## config.mk

```make
export PLATFORM = sky130hd
export DESIGN_NAME = drbg_key_scheduler
export DESIGN_NICKNAME = d
export VERILOG_FILES = /design/src/rtl/drbg_pkg.sv /design/src/rtl/key_fifo2.sv /design/src/rtl/drbg_key_scheduler.sv
export SDC_FILE = /design/constraint.sdc
export NUM_CORES = 2
export LEC_CHECK = 0
export ABC_CLOCK_PERIOD_IN_PS = 2250
export BUFFER_PORTS_ARGS = -buffer_cell sky130_fd_sc_hd__buf_4
export CORE_MARGIN = 10
export CORE_UTILIZATION = 51
export DETAILED_ROUTE_END_ITERATION = 10
export HOLD_SLACK_MARGIN = 0.12
export PLACE_DENSITY = 0.73
export SETUP_SLACK_MARGIN = 0.4
export SYNTH_ARGS = -nofsm -noshare
export SYNTH_HDL_FRONTEND = slang
export SYNTH_SLANG_ARGS = --single-unit
```

## constraint.sdc

```tcl
create_clock -name clk -period 2.25 [get_ports clk]
set_input_delay 0.225 -clock clk [delete_from_list [all_inputs] [get_ports clk]]
set_output_delay 0.225 -clock clk [all_outputs]
set_load 0.01 [all_outputs]
```

## src/rtl/drbg_pkg.sv

```systemverilog
// Shared types for the DRBG key scheduler: key width and scheduler FSM states.
package drbg_pkg;
  localparam int KEY_WIDTH = 256;

  typedef enum logic [3:0] {
    IDLE, INIT_REQ, INIT_LOW, FILL, BITS_REQ, BITS_LOW, RESEED, DRAIN, ERROR
  } state_t;
endpackage

```

## src/rtl/key_fifo2.sv

```systemverilog
// Two-entry key FIFO; head is always entry 0, simultaneous push+pop keeps order.
module key_fifo2
  import drbg_pkg::*;
#(
  parameter int W = KEY_WIDTH
) (
  input  logic         clk,
  input  logic         reset_n,
  input  logic         i_flush,
  input  logic         i_push,
  input  logic         i_pop,
  input  logic [W-1:0] i_din,
  output logic [W-1:0] o_head,
  output logic [1:0]   o_count
);
  logic [W-1:0] r_mem0, r_mem1;
  logic [1:0]   r_cnt;
  logic         w_pop, w_push;

  assign w_pop  = i_pop && (r_cnt != 2'd0);
  assign w_push = i_push && ((r_cnt != 2'd2) || w_pop);

  always_ff @(posedge clk or negedge reset_n) begin
    if (!reset_n) begin
      r_mem0 <= '0;
      r_mem1 <= '0;
      r_cnt  <= '0;
    end else if (i_flush) begin
      r_cnt <= '0;
    end else begin
      unique case ({w_push, w_pop})
        2'b10: begin
          if (r_cnt == 2'd0) r_mem0 <= i_din;
          else               r_mem1 <= i_din;
          r_cnt <= r_cnt + 2'd1;
        end
        2'b01: begin
          r_mem0 <= r_mem1;
          r_cnt  <= r_cnt - 2'd1;
        end
        2'b11: begin
          // Old head leaves; the new key lands behind whatever remains.
          if (r_cnt == 2'd1) r_mem0 <= i_din;
          else begin
            r_mem0 <= r_mem1;
            r_mem1 <= i_din;
          end
        end
        default: ;
      endcase
    end
  end

  assign o_head  = r_mem0;
  assign o_count = r_cnt;
endmodule

```

## src/rtl/drbg_key_scheduler.sv

```systemverilog
// Drives the DRBG init/next_bits/next_seed handshakes and hands out prefetched keys.
module drbg_key_scheduler #(
  parameter int KEY_WIDTH       = drbg_pkg::KEY_WIDTH,
  parameter int RESEED_INTERVAL = 1024,
  parameter int TIMEOUT_CYCLES  = 65535
) (
  input  logic                 clk,
  input  logic                 reset_n,
  input  logic                 enable,
  input  logic                 key_req,
  output logic [KEY_WIDTH-1:0] key_out,
  output logic                 key_strobe,
  output logic                 underflow_err,
  output logic                 timeout_err,
  output logic                 busy,
  output logic [31:0]          keys_delivered,
  output logic                 drbg_init,
  input  logic                 drbg_init_ready,
  output logic                 drbg_next_bits,
  input  logic                 drbg_next_bits_ready,
  output logic                 drbg_next_seed,
  input  logic [KEY_WIDTH-1:0] drbg_random_bits
);
  import drbg_pkg::*;

  localparam int RS_W = $clog2(RESEED_INTERVAL + 1);

  state_t               r_state, w_nxt;
  logic                 r_init_rdy_q, r_bits_rdy_q;
  logic [31:0]          r_tmo_cnt;
  logic [RS_W-1:0]      r_rs_cnt;
  logic                 r_pend, r_uflow, r_tmo_err, r_strobe;
  logic [KEY_WIDTH-1:0] r_key;
  logic [31:0]          r_kd;
  logic [KEY_WIDTH-1:0] w_head;
  logic [1:0]           w_cnt;
  logic                 w_init_rise, w_bits_rise, w_tmo, w_capture, w_req, w_pop, w_flush;

  assign w_init_rise = drbg_init_ready & ~r_init_rdy_q;
  assign w_bits_rise = drbg_next_bits_ready & ~r_bits_rdy_q;
  assign w_tmo       = r_tmo_cnt >= 32'(TIMEOUT_CYCLES - 1);
  assign w_capture   = (r_state == BITS_REQ) && enable && w_bits_rise;
  assign w_req       = key_req && enable;
  // A pending request is served from the FIFO only, never bypassed from the DRBG.
  assign w_pop       = enable && (w_cnt != 2'd0) && (r_pend || w_req);
  assign w_flush     = (w_nxt == DRAIN) && (r_state != DRAIN);

  always_comb begin
    w_nxt          = r_state;
    drbg_init      = 1'b0;
    drbg_next_bits = 1'b0;
    drbg_next_seed = 1'b0;
    unique case (r_state)
      IDLE:     if (enable) w_nxt = INIT_REQ;
      INIT_REQ: begin
        drbg_init = 1'b1;
        if (w_init_rise) w_nxt = INIT_LOW;
        else if (w_tmo)  w_nxt = ERROR;
      end
      INIT_LOW: if (!drbg_init_ready) w_nxt = FILL;
                else if (w_tmo)       w_nxt = ERROR;
      FILL:     if (w_cnt < 2'd2) w_nxt = BITS_REQ;
      BITS_REQ: begin
        drbg_next_bits = 1'b1;
        if (w_bits_rise) w_nxt = BITS_LOW;
        else if (w_tmo)  w_nxt = ERROR;
      end
      BITS_LOW: if (!drbg_next_bits_ready)
                  w_nxt = (r_rs_cnt == RS_W'(RESEED_INTERVAL)) ? RESEED : FILL;
                else if (w_tmo) w_nxt = ERROR;
      RESEED: begin
        drbg_next_seed = 1'b1;
        w_nxt          = INIT_REQ;
      end
      DRAIN:    if (!drbg_init_ready && !drbg_next_bits_ready) w_nxt = IDLE;
                else if (w_tmo) w_nxt = ERROR;
      ERROR:    if (!enable) w_nxt = IDLE;
      default:  w_nxt = IDLE;
    endcase
    if (!enable && (r_state != IDLE) && (r_state != ERROR) && (r_state != DRAIN))
      w_nxt = DRAIN;
  end

  always_ff @(posedge clk or negedge reset_n) begin
    if (!reset_n) begin
      r_state      <= IDLE;
      r_init_rdy_q <= 1'b0;
      r_bits_rdy_q <= 1'b0;
      r_tmo_cnt    <= '0;
      r_rs_cnt     <= '0;
      r_pend       <= 1'b0;
      r_uflow      <= 1'b0;
      r_tmo_err    <= 1'b0;
      r_strobe     <= 1'b0;
      r_key        <= '0;
      r_kd         <= '0;
    end else begin
      r_state      <= w_nxt;
      r_init_rdy_q <= drbg_init_ready;
      r_bits_rdy_q <= drbg_next_bits_ready;
      if (w_nxt != r_state)       r_tmo_cnt <= '0;
      else if (r_tmo_cnt != '1)   r_tmo_cnt <= r_tmo_cnt + 32'd1;
      if (r_state == RESEED)      r_rs_cnt <= '0;
      else if (w_capture)         r_rs_cnt <= r_rs_cnt + RS_W'(1);
      r_strobe <= w_pop;
      if (w_pop) begin
        r_key <= w_head;
        r_kd  <= r_kd + 32'd1;
      end
      if (!enable) begin
        r_pend    <= 1'b0;
        r_uflow   <= 1'b0;
        r_tmo_err <= 1'b0;
      end else begin
        if (w_pop) r_pend <= 1'b0;
        else if (w_req && (w_cnt == 2'd0) && !r_pend) begin
          r_pend  <= 1'b1;
          r_uflow <= 1'b1;
        end
        if (w_nxt == ERROR) r_tmo_err <= 1'b1;
      end
    end
  end

  key_fifo2 #(.W(KEY_WIDTH)) u_fifo (
    .clk     (clk),
    .reset_n (reset_n),
    .i_flush (w_flush),
    .i_push  (w_capture),
    .i_pop   (w_pop),
    .i_din   (drbg_random_bits),
    .o_head  (w_head),
    .o_count (w_cnt)
  );

  assign key_out        = r_key;
  assign key_strobe     = r_strobe;
  assign underflow_err  = r_uflow;
  assign timeout_err    = r_tmo_err;
  assign busy           = (r_state != IDLE) && (r_state != ERROR);
  assign keys_delivered = r_kd;
endmodule
```

==> impl_metrics.yaml <==
run_status:
  status: "complete, no violations"
synth:
  synth_common_cells: "nand2_1, dfrtp_1, mux2i_1"
  yosys.area.top_type: "dfrtp_1"
  synth_ff_type: "dfrtp_1"
  synth_edf_count: 0
  netlist.area_leader.share_pct: 60.4
  yosys_warnings: 0
  synth.distinct_cells: 70
  synthCells: 3227
  yosys_register_bits: 855
  synth.net_count: 3497
  seq_area_frac_synth_pct: 60.4
  synth_area_leaders: "dfrtp_1, nand2_1, mux2_2"
  ys_async_sr_fraction_pct: 100
  postSynthAreaPerCell_um2: 11.0
  netlist_area_um2: 35400
  synth_most_common_cell: "nand2_1"
clock_network:
  cts_buffers: 87
  cts_tree: "yes"
  clk_pin_slew_ns: 0.06
  numClockSinks: 855
  clock_latency_ns: 0.64
  clockBufferDepth: 3
  htreeDepth: 3
  clockRootBuffer: "clkbuf_16"
timing:
  skew_ns: 0.0301
  worst_slew_pin_slew_ns: 1.05
  fin_tns_setup_ns: 0
  fin_ws_ns: 0.0288
  rsz0062_at_grt: "true"
  slew_headroom_pct: 29.8
  finalCritPeriodShare_pct: 98.7
  final_max_slew_viol_count: 0
  hold_viol_final: 0
  period_minus_slack_ns: 2.22
  finalSetupViolations: 0
  fmax_mhz: 450
placed_design:
  port_buffers: 556
  gp_congestion: 0.850
  dpl-instance-area_um2: 41600
  dpl.hpwl_mm: 66.2
  dpl_worst_slack_ns: -0.0193
setup_path:
  critPathRequiredTime_ns: 2.76
  end_kind: "flip-flop"
  start_kind: "flip-flop"
  cp_max_fo: 32
  reg2reg_from: "r_state[1]"
  cp-startpoint: "r_state[1]"
  arrival_ns: 2.73
  crit_type: "flip-flop to flip-flop"
power_and_ir_drop:
  switching_share_pct: 33.5
  irDropWorstVdd_uv: 969
  leakage_nw: 24.4
  comb_power_share_pct: 32.2
  clock_power_share_pct: 25.1
  p_sw_mw: 19.5
  pwr-share-seq_pct: 42.7
  power.internal_mw: 38.8
  fin_total_pwr_mw: 58.3
  powerDensity_nw_per_um2: 1190
detailed_routing:
  top_layer: "met5"
  post-route-drc-count: 0
  wl_mm: 109
  num_vias: 27900
  wl_met2_mm: 54.4
  wl_met1_mm: 43.8
  via_per_inst: 5.38
  drtIter0Drc: 2165
  dr.pass1.iters: 7
  drtAntennaViolNets: 0
  wl_met3_mm: 6.63
  wl_per_cell_um: 21.0
grt:
  grt_pass1_vias: 29000
  grt_usage_pct: 25.3
  grt_pass1_wl_mm: 164
  grt_max_degree: 102
  antenna_found_initial: 25
  overflow: 0
layout:
  fin_util_pct: 71.4
  area_growth_pct: 38.6
  nets: 4431
  drive_above_1_share_pct: 31.1
  final_cell_area_um2: 49100
floorplan:
  rows: 96
  io_pins: 557
  start_util_pct: 51.6
  die_area_um2: 80400
  coreArea_um2: 68700
  die_w_um: 284
  die_h_um: 284
worst_hold_path:
  min_path_type: "primary input to flip-flop"
  hp-start: "drbg_next_bits_ready"
flow_run:
  max-cap-violations: 0
## power groups by stage
stage	sequential, mW	clock, mW	combinational, mW
2_1_floorplan	24.4	0	8.64
3_3_place_gp	24.4	0	15.5
3_5_place_dp	24.6	0	16.0
4_1_cts	24.4	14.8	17.5
5_1_grt	25.4	15.5	20.5
6_report	24.9	14.6	18.8
## layer usage
metal | up-vias | GRT usage, %
met1 | 13900 | 31.4
met2 | 1027 | 42.9
met3 | 243 | 5.33
met4 | 10 | 9.87
met5 | - | 0
li1 | 12600 | -
## flip-flops by register name, summed over array words and instances (netlist names)
name / flops
key_out: 256
u_fifo.o_head: 256
u_fifo.r_mem1: 256
r_rs_cnt: 11
r_state: 4
r_bits_rdy_q: 1
r_pend: 1
u_fifo.o_count: 2
underflow_err: 1
key_strobe: 1
r_init_rdy_q: 1
keys_delivered: 32
timeout_err: 1
r_tmo_cnt: 32
## placed cells by master (no fill, tap or decap), types with 12 or more instances in the layout
cell,count
nand2_2,29
nor2_1,64
o21ai_0,76
clkbuf_16,104
diode_2,21
nand2_4,20
nand2_1,1014
buf_12,54
mux2_2,256
mux2i_1,238
nand4_1,17
a21oi_1,13
dfrtp_1,850
clkbuf_8,16
xor2_1,35
inv_1,12
buf_16,19
clkinv_2,20
mux2i_2,15
nand3_1,29
buf_6,14
buf_4,656
dlygate4sd3_1,263
o21ai_1,161
and3_1,13
clkbuf_1,17
o21ai_2,33
xnor2_1,28
## cells by family after synthesis
kind of cell | Yosys count | share of synthesized area [%]
AO/OA/AOI/OAI | 318 | 4.89
XOR/XNOR | 63 | 1.56
adder cells (fa/ha/maj) | 9 | 0.311
buffers and inverters | 204 | 3.02
flip-flops | 855 | 60.4
multiplexers | 513 | 15.4
AND/OR/NAND/NOR | 1265 | 14.4
## per-stage QoR
step / instances / hold slack [ns]
after CTS: 5130 / 0.164
after detailed placement: 4675 / 0.160
after floorplan: 3227 / -0.0706
after global placement: 4675 / 0.158
final: 5178 / 0.236
after global routing: 5175 / 0.217
## worst max-delay path, stage by stage, from the launching register on
cell     delay [ns]
dfrtp_2        0.41
buf_6          0.13
nor4b_4        0.30
nand2_1        0.13
nor3b_2        0.26
o21ai_4        0.20
buf_12         0.19
buf_16         0.15
buf_12         0.17
nand2_1        0.09
o21ai_1        0.07
## area by class of cell
type                    count  area [um^2]
fillers                  4569        19600
repair buffers           1033         9910
inverters                  16         72.6
well taps                 931         1160
clock inverters            33          380
diodes                     21         52.6
flip-flops and latches    855        21400
clock buffers             121         2490
multi-input cells        2168        13600
## worst paths after layout
kind	end	slack [ns]	cells past startpoint
max	u_fifo.o_head[189]	0.03	10
max in group asynchronous	key_out[204]	0.46	3
min in group asynchronous	u_fifo.o_head[231]	0.32	3
max reg2reg	u_fifo.o_head[189]	0.03	10
min reg2reg	key_out[146]	0.46	2
min	r_state[1]	0.24	4
## timing repair
action / in CTS / in global routing
setup endpoints to repair: 838 / 853
gates cloned: 13 / 20
hold endpoints to repair: 1220 / 0
buffers inserted: 25 / 7
pin swaps: 19 / 42
resized for setup: 59 / 163
hold buffers: 263 / 0
No activity file was read; power rests on OpenSTA's default activity.
